## config.mk

```make
export PLATFORM = sky130hd
export DESIGN_NAME = hazard_forward_ctrl
export DESIGN_NICKNAME = d
export VERILOG_FILES = /design/src/rtl/hazard_pkg.sv /design/src/rtl/fwd_sel_logic.sv /design/src/rtl/hazard_forward_ctrl.sv
export SDC_FILE = /design/constraint.sdc
export NUM_CORES = 1
export LEC_CHECK = 0
export CAP_MARGIN = 20
export CORE_UTILIZATION = 29
export CTS_BUF_LIST = sky130_fd_sc_hd__clkbuf_8
export DETAILED_ROUTE_END_ITERATION = 7
export SYNTH_ARGS = -nofsm -noshare
export SYNTH_HDL_FRONTEND = slang
export SYNTH_SLANG_ARGS = --single-unit
export TNS_END_PERCENT = 1
```

## constraint.sdc

```tcl
create_clock -name clk -period 6.1 [get_ports clk]
set_clock_uncertainty 0.2 [all_clocks]
set_input_delay 1.22 -clock clk [delete_from_list [all_inputs] [get_ports clk]]
set_output_delay 1.22 -clock clk [all_outputs]
set_load 0.02 [all_outputs]
```

## src/rtl/hazard_pkg.sv

```systemverilog
// Shared types for the EX-stage forwarding and hazard control.
// Forward-select encoding, stall FSM states, and a source-match helper.
package hazard_pkg;

    typedef enum logic [1:0] {
        FWD_RF    = 2'b00,
        FWD_EXMEM = 2'b01,
        FWD_WB    = 2'b10
    } fwd_sel_t;

    typedef enum logic {
        HZ_IDLE,
        HZ_STALL
    } hz_state_t;

    localparam logic [4:0] REG_X0 = 5'd0;

    // True when a writing producer targets a non-x0 register equal to rs.
    function automatic logic src_hit(
        input logic [4:0] rd,
        input logic       wr,
        input logic [4:0] rs
    );
        return wr && (rd != REG_X0) && (rd == rs);
    endfunction

endpackage

```

## src/rtl/fwd_sel_logic.sv

```systemverilog
// Per-operand forward select: EX/MEM result beats WB result beats regfile.
// Loads in MEM have no data yet, so they never drive the EX/MEM path.
module fwd_sel_logic
    import hazard_pkg::*;
(
    input  logic [4:0] rs,
    input  logic [4:0] rd_m,
    input  logic       wr_m,
    input  logic       ld_m,
    input  logic [4:0] rd_w,
    input  logic       wr_w,
    output fwd_sel_t   fsel
);

    // Priority compare against the MEM then WB shadow destinations.
    always_comb begin
        fsel = FWD_RF;
        if (src_hit(rd_m, wr_m, rs) && !ld_m) begin
            fsel = FWD_EXMEM;
        end else if (src_hit(rd_w, wr_w, rs)) begin
            fsel = FWD_WB;
        end
    end

endmodule

```

## src/rtl/hazard_forward_ctrl.sv

```systemverilog
// Forwarding selects, load-use stall FSM and branch flush for the EX stage.
// Tracks destination info through MEM/WB and counts stall/flush events.
module hazard_forward_ctrl
    import hazard_pkg::*;
#(
    parameter int LOAD_STALL = 1,
    parameter int CNT_W      = 16
) (
    input  logic             clk,
    input  logic             rst,
    input  logic [4:0]       rs1_d,
    input  logic [4:0]       rs2_d,
    input  logic             use_rs1_d,
    input  logic             use_rs2_d,
    input  logic [4:0]       rs1_e,
    input  logic [4:0]       rs2_e,
    input  logic [4:0]       rd_e,
    input  logic             reg_wr_e,
    input  logic             is_load_e,
    input  logic             br_taken_e,
    output logic [1:0]       FselA,
    output logic [1:0]       FselB,
    output logic             stall_f,
    output logic             stall_d,
    output logic             flush_d,
    output logic             flush_e,
    output logic [CNT_W-1:0] stall_cnt,
    output logic [CNT_W-1:0] flush_cnt
);

    localparam logic [1:0] STALL_INIT = 2'(LOAD_STALL - 1);

    logic [4:0] rd_m;
    logic [4:0] rd_w;
    logic       wr_m;
    logic       wr_w;
    logic       ld_m;

    fwd_sel_t   sel_a;
    fwd_sel_t   sel_b;

    hz_state_t  state;
    hz_state_t  state_nx;
    logic [1:0] scnt;
    logic [1:0] scnt_nx;
    logic       lu;
    logic       stall;

    // Shadow of the EX destination as it moves through MEM and WB.
    always_ff @(posedge clk) begin
        if (rst) begin
            rd_m <= REG_X0;
            rd_w <= REG_X0;
            wr_m <= 1'b0;
            wr_w <= 1'b0;
            ld_m <= 1'b0;
        end else begin
            rd_m <= rd_e;
            wr_m <= reg_wr_e;
            ld_m <= is_load_e;
            rd_w <= rd_m;
            wr_w <= wr_m;
        end
    end

    fwd_sel_logic u_fwd_a (
        .rs   (rs1_e),
        .rd_m (rd_m),
        .wr_m (wr_m),
        .ld_m (ld_m),
        .rd_w (rd_w),
        .wr_w (wr_w),
        .fsel (sel_a)
    );

    fwd_sel_logic u_fwd_b (
        .rs   (rs2_e),
        .rd_m (rd_m),
        .wr_m (wr_m),
        .ld_m (ld_m),
        .rd_w (rd_w),
        .wr_w (wr_w),
        .fsel (sel_b)
    );

    assign FselA = sel_a;
    assign FselB = sel_b;

    // Decode-stage consumer needs a load result still sitting in EX.
    always_comb begin
        lu = 1'b0;
        if (is_load_e && reg_wr_e && (rd_e != REG_X0)) begin
            lu = (use_rs1_d && (rs1_d == rd_e)) ||
                 (use_rs2_d && (rs2_d == rd_e));
        end
    end

    // Stall/flush decisions; a taken branch overrides any pending stall.
    always_comb begin
        state_nx = state;
        scnt_nx  = scnt;
        stall    = 1'b0;
        flush_d  = 1'b0;
        flush_e  = 1'b0;
        if (br_taken_e) begin
            flush_d  = 1'b1;
            flush_e  = 1'b1;
            state_nx = HZ_IDLE;
            scnt_nx  = 2'd0;
        end else begin
            unique case (state)
                HZ_IDLE: begin
                    if (lu) begin
                        stall   = 1'b1;
                        flush_e = 1'b1;
                        if (LOAD_STALL > 1) begin
                            state_nx = HZ_STALL;
                            scnt_nx  = STALL_INIT;
                        end
                    end
                end
                HZ_STALL: begin
                    stall   = 1'b1;
                    flush_e = 1'b1;
                    scnt_nx = scnt - 2'd1;
                    if (scnt == 2'd1) begin
                        state_nx = HZ_IDLE;
                    end
                end
                default: begin
                    state_nx = HZ_IDLE;
                    scnt_nx  = 2'd0;
                end
            endcase
        end
    end

    assign stall_f = stall;
    assign stall_d = stall;

    // Stall FSM state and remaining-bubble count.
    always_ff @(posedge clk) begin
        if (rst) begin
            state <= HZ_IDLE;
            scnt  <= 2'd0;
        end else begin
            state <= state_nx;
            scnt  <= scnt_nx;
        end
    end

    // Saturating event counters for the pipeline tracer.
    always_ff @(posedge clk) begin
        if (rst) begin
            stall_cnt <= '0;
            flush_cnt <= '0;
        end else begin
            if (stall && (stall_cnt != '1)) begin
                stall_cnt <= stall_cnt + CNT_W'(1);
            end
            if (br_taken_e && (flush_cnt != '1)) begin
                flush_cnt <= flush_cnt + CNT_W'(1);
            end
        end
    end

endmodule
```

==> metrics.md <==
| Metric | Value |
|---|---|
| Vias in the first global route | `1969` |
| Die area | `8940 um^2` |
| Crit Path Max Fanout | `4` |
| H-tree depth | `2` |
| Power Dens Cells | `168 nW/um^2` |
| Multi-input gate area | `1450 um^2` |
| Post-route insts no fill | `454` |
| Setup crit end kind | `primary output` |
| WHS Endpoint | `wr_w` |
| Hold Startpoint | `wr_m` |
| Num CTS Buffers | `5` |
| Comb pwr share | `12.0%` |
| Sequential share of the synthesized area | `38.7%` |
| Maximum vdd drop | `0.0908 mV` |
| Critical path class | `primary input to primary output` |
| Total congestion overflow | `0` |
| TritonCTS clock tree | `done` |
| Status | `finished, final reports clean` |
| Clock share of power | `30.1%` |
| Avg Cell Area, Syn | `8.81 um^2` |
| Iteration-0 DRC Markers | `53` |
| Sw frac | `23.0%` |
| Final core area utilization | `40.4%` |
| Final worst slack | `1390 ps` |
| Post-place setup slack | `1350 ps` |
| Register area | `961 um^2` |
| Fmax | `212 MHz` |
| Final WL | `5570 um` |
| Synthesis Warnings | `0` |
| Distinct cells, synth | `38` |
| Crit start category | `primary input` |
| # port buffers | `71` |
| First-pass GRT wire length | `8880 um` |
| Worst Tran Pin Value | `906 ps` |
| Fin. max-slew vios | `0` |
| CORE AREA | `8260 um^2` |
| Largest net degree at the start of global routing | `53` |
| Slew margin rel. | `39.6%` |
| Register-to-Register Path Depth | `6` |
| Setup violators final | `0` |
| Leading area contributor after synthesis | `dfxtp_1` |
| Die extent in y | `94.6 um` |
| Layout fillers | `831` |
| Internal Power | `431 uW` |
| Worst EP arrival | `3290 ps` |
| Worst setup path start | `rd_e[0]` |
| R2R Path End | `flush_cnt[5]` |
| Top FF cell, synth | `dfxtp_1` |
| Hold Path Class | `flip-flop to flip-flop` |
| Area Growth Syn to Fin | `34.3%` |
| Total clock sinks | `48` |
| Gp weighted congestion | `0.815` |
| Die Span X | `94.6 um` |
| Netlist Area Pre-Place | `2480 um^2` |
| Fin. Hold Viols | `0` |
| Hold Path Cell Cnt | `1` |
| Placed cell area | `3270 um^2` |
| Count of flip-flops with a built-in enable after synthesis | `0` |
| Vias per cell | `4.81` |
| Reg-to-Reg Start | `flush_cnt[6]` |
| # Post-CTS Setup Buffers | `0` |
| ANT cells | `0` |
| RSZ-0062 raised after global routing | `false` |
| WP data required | `4680 ps` |
| CTS resizes | `0` |
| Layout cells sized above 1 | `3.72%` |
| Post-layout nets | `386` |
| DP Cell Count | `449` |
| Leakage power | `0.00110 uW` |
| CTS clk-pin slew, worst paths | `70 ps` |
| Initial antenna violation count | `0` |
| DP HPWL | `4160 um` |
| DRC viols | `0` |
| TritonRoute pass-1 iters | `4` |
| Synth Instances | `282` |
| Setup TNS | `0 ps` |
| Top Ports | `72` |
| Post-synthesis register bit count | `48` |
| FP Rows | `33` |
| Initial core utilization | `30.1%` |
| Routed Antenna Nets | `0` |
| WL/cell | `12.3 um` |
| Psw | `128 uW` |
| Max-cap violations | `0` |
| Synth top area share | `38.7%` |
| Clock Latency Late Sink | `290 ps` |
| GRT Total Usage | `12.4%` |
| Minimum clock period | `4710 ps` |
| Hold buffers post-CTS | `0` |
| Sequential share of power | `58.0%` |
| R2r setup slk | `3850 ps` |
| Design Area, Final | `3340 um^2` |
| Async set-reset flop share out of synthesis | `0%` |
| Via Count | `2182` |
| CTS Buffer Depth | `2` |
| Tcrit/Tclk final | `77.3%` |
| Root Driver | `clkbuf_8` |
| Top cells by area, synth | `dfxtp_1 (39%), xor2_1 (8.1%), xnor2_1 (7.8%)` |
| Mapped Nets | `317` |
## power by group through the flow
stage / Sequential, uW / Clock, uW / Combinational (uW)
final: 324 / 168 / 67.0
after global routing: 325 / 186 / 72.8
after CTS: 324 / 177 / 68.0
after detailed placement: 332 / 0 / 67.7
after global placement: 332 / 0 / 66.8
after floorplan: 332 / 0 / 32.9
## synth_stat cells (all sizes together) (5+ instances only)
cell type	n
or3	9
nor3	5
nand3	10
nor4	7
nand4	11
nor2	25
nor2b	19
clkbuf	5
xnor2	22
or4	9
a21oi	15
o21ai	11
dfxtp	48
buf	5
nand2	23
xor2	23
## flip-flops by register name, summed over array words and instances, names as in the netlist
signal,flops
rd_w,5
wr_m,1
rd_m,5
scnt,2
state,1
ld_m,1
flush_cnt,16
stall_cnt,16
wr_w,1
## routing by layer
layer / vias to the layer above / global-route usage (%) / part of all wire (%)
li1: 1127 / - / -
met1: 1003 / 15.6 / 47
met2: 47 / 21.0 / 47
met3: 5 / 2.98 / 5.3
met4: 0 / 3.79 / 0.86
met5: - / 0 / 0
## how the worst max path moves through the flow
stage                    to  depth (start not counted)
floorplan           stall_f                          6
global placement    stall_f                          6
detailed placement  stall_d                          6
CTS                 stall_d                          6
global route        stall_f                          6
finish              stall_d                          6
## critical path, cell delays in order
cell and delay [ps]:
clkdlybuf4s50_1 490, or3_1 410, o311a_4 330, a31oi_4 220, inv_1 80, clkdlybuf4s50_1 540
## cell usage in the layout (no fill, tap or decap)
cell and instances:
clkdlybuf4s50_1 70, dfxtp_1 48, nor2_1 24, nand2_1 23, xor2_1 23, xnor2_1 22, nor2b_1 19, a21oi_1 15
nand4_1 11, o21ai_0 11, nand3_1 10, or3_1 9, or4_1 9, nor4_1 7, clkbuf_8 5, inv_1 4
o31ai_1 4, nor3_1 4, and2_1 3, nand2b_1 3, ha_1 3, and4_1 2, o31a_1 2, mux2i_1 2
o41ai_1 2, mux2_1 2, o22ai_2 1, o311a_4 1, a31oi_4 1, and3_1 1, nor3_4 1, nor2_2 1
mux2_2 1, o211ai_1 1, nor4b_1 1, o41a_1 1, buf_2 1, buf_4 1
## layout make-up
class | count | area share [%]
clock buffer | 5 | 2.06
inverter | 4 | 0.450
multi-input combinational | 220 | 43.4
sequential | 48 | 28.8
tap | 105 | 3.94
timing repair buffer | 72 | 21.4
## stage by stage
| stage | hold WS, ps | power [uW] |
|---|---|---|
| 2_1_floorplan | 230 | 365 |
| 3_3_place_gp | 242 | 398 |
| 3_5_place_dp | 250 | 399 |
| 4_1_cts | 264 | 569 |
| 5_1_grt | 283 | 584 |
| 6_report | 262 | 560 |
## cells by family after synthesis
| logic type | Yosys count | synth area share (%) |
|---|---|---|
| DFF | 48 | 38.7 |
| and+or+nand+nor | 128 | 27.9 |
| xor gates and xnor gates | 45 | 15.9 |
| adders and majority gates | 3 | 1.51 |
| AOI/OAI and AO/OA | 39 | 10.8 |
| muxes | 5 | 2.17 |
| buffers and inverters | 14 | 3.02 |
Note: power is estimated with default switching activity, not from simulation.
